[src/rtl/fetch_unit_if.sv]
`timescale 1ns/1ps
`default_nettype none
// ============================================================================
// Module   : fetch_unit_if
// Purpose  : Instruction-memory req/ack handshake between fetch and imem.
// Revision : 1.0  initial release
// ============================================================================
interface fetch_unit_if;
  logic        imem_req;
  logic [31:0] imem_addr;
  logic        imem_ack;
  logic [31:0] imem_rdata;

  modport master (
    output imem_req,
    output imem_addr,
    input  imem_ack,
    input  imem_rdata
  );

  modport slave (
    input  imem_req,
    input  imem_addr,
    output imem_ack,
    output imem_rdata
  );
endinterface
`default_nettype wire

[src/rtl/fetch_unit.sv]
`timescale 1ns/1ps
`default_nettype none
// ============================================================================
// Module   : fetch_unit
// Purpose  : IF stage: owns the PC, fetches over a variable-latency req/ack
//            port and presents instr/pcPlus4 (or a NOP bubble) to IF/ID.
//            Optional FETCH_BUBBLE_CNT_EN adds a captured-bubble counter.
// Revision : 1.0  initial release
// ============================================================================
module fetch_unit #(
  parameter logic [31:0] RESET_PC  = 32'h0000_0000,
  parameter logic [31:0] NOP_INSTR = 32'h0000_0000
) (
  input  wire              clk,
  input  wire              rst,
  input  wire              stall,
  input  wire              redirect,
  input  wire  [31:0]      redirect_target,
  fetch_unit_if.master     imem,
  output logic [31:0]      pcPlus4_IF,
  output logic [31:0]      instr_IF,
  output logic             fetch_valid
`ifdef FETCH_BUBBLE_CNT_EN
  ,
  output logic [31:0]      bubble_count
`endif
);

  typedef enum logic [1:0] {
    S_IDLE  = 2'd0,
    S_FETCH = 2'd1,
    S_READY = 2'd2,
    S_DRAIN = 2'd3
  } state_t;

  state_t      state_q, state_d;
  logic [31:0] pc_q,    pc_d;
  logic [31:0] addr_q,  addr_d;
  logic [31:0] buf_q,   buf_d;
  logic        req_q,   req_d;

  logic [31:0] w_target;
  logic [31:0] w_pc_plus4;
  logic        w_present;

  always_comb begin
    w_target   = redirect_target & ~32'h0000_0003;
    w_pc_plus4 = pc_q + 32'd4;
    state_d    = state_q;
    pc_d       = pc_q;
    buf_d      = buf_q;

    case (state_q)
      S_IDLE: begin
        state_d = S_FETCH;
      end
      S_FETCH: begin
        if (redirect) begin
          pc_d    = w_target;
          // A response arriving with the redirect is simply dropped; otherwise
          // the outstanding request must still be drained.
          state_d = imem.imem_ack ? S_FETCH : S_DRAIN;
        end else if (imem.imem_ack) begin
          buf_d   = imem.imem_rdata;
          state_d = S_READY;
        end
      end
      S_READY: begin
        if (redirect) begin
          pc_d    = w_target;
          state_d = S_FETCH;
        end else if (!stall) begin
          pc_d    = w_pc_plus4;
          state_d = S_FETCH;
        end
      end
      S_DRAIN: begin
        if (redirect) begin
          pc_d = w_target;
        end
        if (imem.imem_ack) begin
          state_d = S_FETCH;
        end
      end
      default: begin
        state_d = S_IDLE;
      end
    endcase

    req_d  = (state_d == S_FETCH) || (state_d == S_DRAIN);
    // Address only follows the PC when a fresh fetch starts; DRAIN keeps the
    // stale address so the in-flight response can complete.
    addr_d = (state_d == S_FETCH) ? pc_d : addr_q;
  end

  always_ff @(posedge clk or posedge rst) begin
    if (rst) begin
      state_q <= S_IDLE;
      pc_q    <= RESET_PC;
      addr_q  <= RESET_PC;
      buf_q   <= NOP_INSTR;
      req_q   <= 1'b0;
    end else begin
      state_q <= state_d;
      pc_q    <= pc_d;
      addr_q  <= addr_d;
      buf_q   <= buf_d;
      req_q   <= req_d;
    end
  end

  assign imem.imem_req  = req_q;
  assign imem.imem_addr = addr_q;

  // Redirect squashes the presented instruction within the same cycle.
  assign w_present   = (state_q == S_READY) && !redirect;
  assign fetch_valid = w_present;
  assign instr_IF    = w_present ? buf_q      : NOP_INSTR;
  assign pcPlus4_IF  = w_present ? w_pc_plus4 : 32'd0;

`ifdef FETCH_BUBBLE_CNT_EN
  logic [31:0] bubble_count_q, bubble_count_d;

  always_comb begin
    bubble_count_d = bubble_count_q;
    if (!w_present && !stall) begin
      bubble_count_d = bubble_count_q + 32'd1;
    end
  end

  always_ff @(posedge clk or posedge rst) begin
    if (rst) begin
      bubble_count_q <= 32'd0;
    end else begin
      bubble_count_q <= bubble_count_d;
    end
  end

  assign bubble_count = bubble_count_q;
`endif

endmodule
`default_nettype wire

[src/flat_wrapper.sv]
// flat-port wrapper written by rule: the top's interface ports become plain ports
module fetch_unit_flat 
#(
  parameter logic [31:0] RESET_PC  = 32'h0000_0000,
  parameter logic [31:0] NOP_INSTR = 32'h0000_0000
)
  (clk, rst, stall, redirect, redirect_target, pcPlus4_IF, instr_IF, fetch_valid, imem_imem_req, imem_imem_addr, imem_imem_ack, imem_imem_rdata);
  fetch_unit_if imem_i ();
  input  wire clk;
  input  wire rst;
  input  wire stall;
  input  wire redirect;
  input  wire  [31:0] redirect_target;
  output logic [31:0] pcPlus4_IF;
  output logic [31:0] instr_IF;
  output logic fetch_valid;
  output wire logic [$bits(imem_i.imem_req)-1:0] imem_imem_req;
  output wire logic [$bits(imem_i.imem_addr)-1:0] imem_imem_addr;
  input wire logic [$bits(imem_i.imem_ack)-1:0] imem_imem_ack;
  input wire logic [$bits(imem_i.imem_rdata)-1:0] imem_imem_rdata;
  assign imem_imem_req = imem_i.imem_req;
  assign imem_imem_addr = imem_i.imem_addr;
  assign imem_i.imem_ack = imem_imem_ack;
  assign imem_i.imem_rdata = imem_imem_rdata;
  fetch_unit #(.RESET_PC(RESET_PC), .NOP_INSTR(NOP_INSTR)) u_core (.clk(clk), .rst(rst), .stall(stall), .redirect(redirect), .redirect_target(redirect_target), .imem(imem_i), .pcPlus4_IF(pcPlus4_IF), .instr_IF(instr_IF), .fetch_valid(fetch_valid));
endmodule
[config.mk]
export PLATFORM = sky130hd
export DESIGN_NAME = fetch_unit_flat
export DESIGN_NICKNAME = d
export VERILOG_FILES = /design/src/rtl/fetch_unit_if.sv /design/src/rtl/fetch_unit.sv /design/src/flat_wrapper.sv
export SDC_FILE = /design/constraint.sdc
export NUM_CORES = 1
export LEC_CHECK = 0
export CORE_MARGIN = 2
export CORE_UTILIZATION = 45
export CTS_CLUSTER_SIZE = 20
export DETAILED_ROUTE_END_ITERATION = 8
export PLACE_DENSITY = 0.87
export SLEW_MARGIN = 25
export SYNTH_ARGS = -nofsm -noshare
export SYNTH_HDL_FRONTEND = slang
export SYNTH_SLANG_ARGS = --single-unit
[constraint.sdc]
create_clock -name clk -period 4.1 [get_ports clk]
set_input_delay 1.025 -clock clk [delete_from_list [all_inputs] [get_ports clk]]
set_output_delay 1.025 -clock clk [all_outputs]
set_load 0.05 [all_outputs]
==> results of run 1 <==
## per-layer routing
metal | up-vias | GRT usage (%)
li1 | 2159 | -
met1 | 2306 | 29.51
met3 | 26 | 8.945
met2 | 254 | 41.08
met5 | - | 0
met4 | 0 | 7.805
## final timing paths
| check | slack (ps) | from | to |
|---|---|---|---|
| min in group asynchronous | 1070 | rst | u_core.imem.imem_addr[2]$_DFFE_PP0N_ |
| setup / recovery | 290 | u_core.pc_q[2]$_DFF_PP0_ | pcPlus4_IF[18] |
| max in group asynchronous | 2330 | rst | u_core.pc_q[11]$_DFF_PP0_ |
| setup reg to reg | 1570 | u_core.state_q[1]$_DFF_PP0_ | u_core.imem.imem_addr[20]$_DFFE_PP0N_ |
| hold / removal | 480 | u_core.imem.imem_addr[3]$_DFFE_PP0N_ | u_core.imem.imem_addr[3]$_DFFE_PP0N_ |
| hold reg to reg | 480 | u_core.imem.imem_addr[3]$_DFFE_PP0N_ | u_core.imem.imem_addr[3]$_DFFE_PP0N_ |
## where the power goes
group	switching [mW]	internal (mW)	total, mW
Sequential	0.179	1.18	1.36
Combinational	0.601	0.445	1.05
Clock	0.365	0.487	0.852
Total	1.14	2.11	3.26
## cells by family (layout without fill, tap and decap cells)
logic type | after synthesis | in the layout
xor gates and xnor gates | 29 | 29
buffers and inverters | 44 | 199
adders and majority gates | 1 | 1
muxes | 50 | 50
AOI/OAI and AO/OA | 92 | 92
and+or+nand+nor | 208 | 208
DFF | 99 | 99
## layout by cell type (no fill, tap or decap), drive strengths merged, types with 4 or more instances in the layout
cell / netlist / layout
a21oi: 10 / 10
xor2: 20 / 20
nand2: 42 / 42
nand4: 10 / 10
inv: 8 / 8
o22ai: 8 / 8
o211ai: 4 / 4
or3: 5 / 5
a22oi: 11 / 11
and2: 39 / 39
o21ai: 19 / 19
nor2: 54 / 54
o221ai: 6 / 6
nor3: 11 / 11
clkdlybuf4s50: 0 / 99
clkinv: 1 / 4
mux2: 47 / 47
clkbuf: 11 / 11
buf: 24 / 75
and3: 5 / 5
dfrtp: 99 / 99
and4: 4 / 4
nor4: 4 / 4
xnor2: 9 / 9
nand3: 17 / 17
a211oi: 6 / 6
or2: 5 / 5
## area by class of cell
| cell class | count | area [µm²] |
|---|---|---|
| Fill cell | 871 | 3535 |
| Multi-Input combinational cell | 380 | 2663 |
| Sequential cell | 99 | 2477 |
| Timing Repair Buffer | 174 | 2380 |
| Clock buffer | 11 | 242.7 |
| Tap cell | 143 | 178.9 |
| Clock inverter | 5 | 52.55 |
| Inverter | 9 | 36.28 |
## stage by stage
stage                     std cells  power, mW  utilization [%]  hold WS (ps)  setup slack (ps)
after global placement          805      2.382            66.86         466.9             520.0
after global routing            821      3.404            69.44         512.1             107.8
after floorplan                 523      2.033                -         460.9             211.3
after detailed placement        805      2.426            66.88         474.8             492.0
final                           821      3.260            69.44         483.9             286.5
after CTS                       821      3.275            69.44         489.1             301.6
## state kept, by name, indices dropped and copies added (netlist names)
name / cells
u_core.state_q: 2
u_core.imem.imem_req: 1
u_core.imem.imem_addr: 32
u_core.pc_q: 32
u_core.buf_q: 32
## worst max-delay path, cell delays in order (launching register included)
cell	delay (ps)
dfrtp_1	500
ha_1	370
nand3_4	160
or4_4	630
or3_1	370
a21oi_1	250
buf_12	180
==> flow_metrics.py, run 1 <==
metrics = {
    "timing": {
        "fin_setup_tns_ps": 0,
        "timing.max_slew.rel_slack_pct": 45.94,
        "timing.final.max_slew_violations": 0,
        "timing.clock.skew_ps": 8.121,
        "max_freq_mhz": 262.2,
        "final_hold_viol_count": 0,
        "finalSetupViolCount": 0,
        "post-route-min-period_ps": 3813,
        "timing.final.crit_share_pct": 93.01,
        "tightestPinTransition_ps": 805.9,
        "grt_setup_unrepaired": "no",
    },
    "finish": {
        "post_route_standard_cell_area_excluding_fillers_um2": 8030,
        "antenna_cells": 0,
        "layout-drive-gt1-share_pct": 24.48,
        "flow.area_growth_from_synthesis_pct": 49.22,
        "finalNetCount": 743,
    },
    "routing": {
        "wl_met1_um": 5887,
        "route.antenna.remaining_nets": 0,
        "totalWireLength_um": 15320,
        "dr.max_layer_used": "met4",
        "wl_met2_um": 7521,
        "dr_wl_met3_um": 1622,
        "routed_wire_length_per_instance_um": 18.66,
        "drt_pass_1_iters": 5,
        "route.detailed.drc": 0,
        "vias": 4745,
        "detailedRoute.firstIterationViolations": 278,
        "detail_route.vias_per_cell": 5.780,
    },
    "worst_hold_path": {
        "cell_count_of_the_worst_hold_path": 2,
        "hold_class": "reg2reg",
    },
    "logic_synthesis": {
        "number_of_enable_type_register_cells_in_the_synthesized_netlist": 0,
        "synth.mux.area_fraction_pct": 10.39,
        "yosys_warnings": 0,
        "syn_inst": 523,
        "syn_nets": 593,
        "avgSynthCellArea_um2": 10.29,
        "post_synth_instance_area_um2": 5381,
        "synth-main-ff-cell": "dfrtp_1",
        "synth_compound_gate_area_share_pct": 12.30,
        "synth_simple_gate_area_share_pct": 21.74,
        "synth_top_family_by_area": "simple AND/OR/NAND/NOR gates",
        "postSynthRegisterBits": 99,
        "yosys-top-cells-count": "dfrtp_1 (99), nor2_1 (54), mux2_2 (46), nand2_1 (40), and2_1 (39)",
        "post-synth-top-area-fraction_pct": 46.04,
        "yosysSeqAreaShare_pct": 46.04,
        "post-synth-top-area-cell": "dfrtp_1",
        "synth_top_cells_by_area": "dfrtp_1 (46%), mux2_2 (9.6%), and2_1 (4.5%), nor2_1 (3.8%), xor2_1 (3.3%)",
        "post_synth_xor_area_fraction_pct": 4.720,
        "asyncSetResetFlopFracSynth_pct": 100.0,
        "netlist-cell-type-count": 70,
        "yosys.area_share.adder_pct": 0.2325,
        "post-synth-top-count-cell": "dfrtp_1",
    },
    "clocking": {
        "post_cts_resized": 0,
        "clkLatencyLatePin_ps": 340,
        "cts_made_buffers": 9,
        "clock_tree.root_cell": "clkbuf_16",
        "cts_num_sinks": 99,
        "ctsHoldBuffers": 0,
        "ctsLongestPathBuffers": 2,
        "tritoncts": "done",
        "h_tree_level_count": 3,
        "postCtsSetupRepairBufs": 0,
        "clk_transition_reported_paths_ps": 60,
    },
    "flow_run": {
        "cap_viol_max_count": 0,
    },
    "setup_path": {
        "critPathMaxFanout": 7,
        "critical_path.startpoint_type": "flop",
        "path_class": "reg2out",
        "critPathCaptureType": "primary output",
        "r2r_cells": 6,
        "critical_path_arrival_ps": 2790,
        "critical_path_required_ps": 3070,
    },
    "die": {
        "die_x_um": 113.4,
        "floorplan.io_pins": 167,
        "start_util_pct": 46.53,
        "rows": 39,
        "die_area_um2": 12850,
        "die_y_um": 113.4,
        "core_area_um2": 11560,
    },
    "placement": {
        "placement.io_buffers": 164,
        "place.gp.congestion": 0.8761,
        "place_area_um2": 7735,
        "detailedPlacementHpwl_um": 11310,
    },
    "grt": {
        "globalRouteOverflowTotal": 0,
        "grt_antenna_before_repair": 0,
        "gr-usage-all-layers_pct": 24.52,
        "grt_max_degree": 63,
        "grt_first_pass_wirelength_um": 25160,
        "first_global_vias": 4970,
    },
    "power_and_ir_drop": {
        "power.density_cell_area_nw_per_um2": 405.9,
        "vdd_drop_max_v": 0.0002344,
        "total_leakage_power_nw": 3.189,
    },
    "outcome": {
        "run_status": "finished clean",
    },
}
Power figures use the tool's default switching activity.
==> run 2: changes to the inputs <==
--- a/config.mk
+++ b/config.mk
@@ -5,6 +5,7 @@
 export SDC_FILE = /design/constraint.sdc
 export NUM_CORES = 1
 export LEC_CHECK = 0
+export CORE_ASPECT_RATIO = 0.8
 export CORE_MARGIN = 2
 export CORE_UTILIZATION = 45
 export CTS_CLUSTER_SIZE = 20
==> run 2 against run 1 <==
Effect of this change:
- global-route usage rose by 1.5 points
- power grew 1.6%
- combinational power is essentially flat
- die area about the same
- clock-buffer cell count grew 1
- utilization barely moved
- flip-flop and latch count unchanged
- register-to-register slack got worse by 140 ps
- critical path type unchanged
==> flow_metrics.py, run 2 (synthesis results as in run 1) <==
metrics = {
    "worst_hold_path": {
        "cell_count_of_the_worst_hold_path": 1,
        "timing.hold.worst_endpoint": "u_core.imem.imem_addr[11]$_DFFE_PP0N_",
        "hold_class": "reg2reg",
        "min_from": "u_core.imem.imem_addr[11]$_DFFE_PP0N_",
    },
    "placement": {
        "placement.setup.worst_slack_ps": 496.2,
        "place.gp.congestion": 0.9344,
        "place_area_um2": 7749,
        "detailedPlacementHpwl_um": 12070,
        "dp.cells": 811,
        "placement.io_buffers": 164,
    },
    "clocking": {
        "clkLatencyLatePin_ps": 350,
        "ctsLongestPathBuffers": 2,
        "clock_tree.root_cell": "clkbuf_16",
        "tritoncts": "done",
        "h_tree_level_count": 3,
        "cts_made_buffers": 9,
        "post_cts_resized": 0,
        "clk_transition_reported_paths_ps": 70,
        "cts_num_sinks": 99,
        "postCtsSetupRepairBufs": 0,
        "ctsHoldBuffers": 0,
    },
    "finish": {
        "post_route_standard_cell_area_excluding_fillers_um2": 8063,
        "fin_cells": 827,
        "layout-drive-gt1-share_pct": 24.59,
        "flow.area_growth_from_synthesis_pct": 49.83,
        "fillCellCount": 789,
        "layout.cells.most_common_list": "clkdlybuf4s50_1 (99), dfrtp_1 (99), buf_12 (66)",
        "finalNetCount": 744,
        "antenna_cells": 0,
    },
    "die": {
        "start_util_pct": 46.37,
        "rows": 35,
        "die_x_um": 126.3,
        "core_area_um2": 11600,
        "die_y_um": 101.8,
        "die_area_um2": 12860,
        "floorplan.io_pins": 167,
    },
    "setup_path": {
        "critPathSlowestCell": "or4_4",
        "critical_path.startpoint_type": "flop",
        "critical_path_buf_inv_count": 1,
        "worstReg2RegEnd": "u_core.imem.imem_addr[20]$_DFFE_PP0N_",
        "regToRegStartpoint": "u_core.state_q[1]$_DFF_PP0_",
        "critical_path_required_ps": 3070,
        "critical_path_arrival_ps": 2850,
        "critical_path.max_stage_delay_ps": 610,
        "r2r_cells": 6,
        "critPathCaptureType": "primary output",
        "worst_path_dominant_cell_family": "simple AND/OR/NAND/NOR gates",
        "worst-r2r-setup-slack_ps": 1430,
        "path_class": "reg2out",
        "worstPathCellList": "ha_1, nand3_4, or4_4, or3_1, a21oi_1, buf_12",
        "critPathMaxFanout": 7,
    },
    "power_and_ir_drop": {
        "power.density_cell_area_nw_per_um2": 410.6,
        "vdd_drop_max_v": 0.0002452,
        "intPower_mw": 2.141,
        "pwr-share-comb_pct": 32.0,
        "total_leakage_power_nw": 3.199,
        "clock_power_share_pct": 26.7,
        "p_sw_share_pct": 35.34,
        "fin_total_pwr_mw": 3.311,
        "net-switching-power_mw": 1.170,
        "seq_power_share_pct": 41.3,
    },
    "routing": {
        "totalWireLength_um": 16510,
        "drt_pass_1_iters": 7,
        "route.antenna.remaining_nets": 0,
        "routed_wire_length_per_instance_um": 19.96,
        "detail_route.vias_per_cell": 5.813,
        "route.detailed.drc": 0,
        "vias": 4807,
        "detailedRoute.firstIterationViolations": 519,
    },
    "grt": {
        "globalRouteOverflowTotal": 0,
        "grt_max_degree": 100,
        "grt_antenna_before_repair": 0,
        "gr-usage-all-layers_pct": 26.07,
        "grt_first_pass_wirelength_um": 26200,
        "first_global_vias": 4875,
    },
    "timing": {
        "timing.clock.skew_ps": 8.102,
        "timing.final.crit_share_pct": 94.63,
        "post-route-min-period_ps": 3880,
        "final_hold_viol_count": 0,
        "tightestPinTransition_ps": 826.2,
        "timing.final.max_slew_violations": 0,
        "final.setup.worst_slack_ps": 220.4,
        "grt_setup_unrepaired": "no",
        "timing.max_slew.rel_slack_pct": 44.58,
        "finalSetupViolCount": 0,
        "max_freq_mhz": 257.8,
        "fin_setup_tns_ps": 0,
    },
    "flow_run": {
        "cap_viol_max_count": 0,
    },
    "outcome": {
        "run_status": "finished clean",
    },
}
[run 2: power by group through the flow]
stage	logic (mW)	clock network, mW	registers (mW)
after floorplan	0.471	0	1.56
after global placement	1.03	0	1.35
after detailed placement	1.06	0	1.38
after CTS	1.06	0.896	1.36
after global routing	1.12	0.939	1.39
final	1.06	0.884	1.37
[run 2: worst max path at each step]
stage          slack [ps]              to  cells after the start                startpoint
3_5_place_dp          500     instr_IF[9]                      7                  redirect
5_1_grt               150  pcPlus4_IF[18]                      6  u_core.pc_q[2]$_DFF_PP0_
2_1_floorplan         210    instr_IF[22]                      6                  redirect
4_1_cts               260  pcPlus4_IF[18]                      6  u_core.pc_q[2]$_DFF_PP0_
6_report              220  pcPlus4_IF[18]                      6  u_core.pc_q[2]$_DFF_PP0_
3_3_place_gp          520     instr_IF[0]                      7                  redirect
[run 2: final cells by class]
class | count | area [µm²] | area share [%]
flip-flops and latches | 99 | 2477 | 30.73
multi-input cells | 380 | 2663 | 33.02
well taps | 148 | 185.2 | 2.297
repair buffers | 175 | 2387 | 29.61
clock buffers | 12 | 256.5 | 3.181
clock inverters | 4 | 57.56 | 0.7138
inverters | 9 | 36.28 | 0.4500
[run 2: worst reg2reg max path: cells and delay by family (launching register included)]
family / cells / cell delay (ps)
AO/OA/AOI/OAI: 2 / 250
buffers and inverters: 1 / 650
flip-flops: 1 / 690
AND/OR/NAND/NOR: 3 / 1000
[run 2: routing by layer]
layer	vias to the layer above	wire length (µm)	global-route usage, %
li1	2169	-	-
met1	2363	6418	32.04
met2	246	8209	44.38
met3	29	1597	8.796
met4	0	285	7.523
met5	-	0	0
[run 2: metrics by stage]
stage                     hold WS [ps]  util, %
after floorplan                  460.9        -
after global placement           466.5    66.75
after detailed placement         476.6    66.77
after CTS                        492.0    69.48
after global routing             515.2    69.48
final                            486.5    69.48
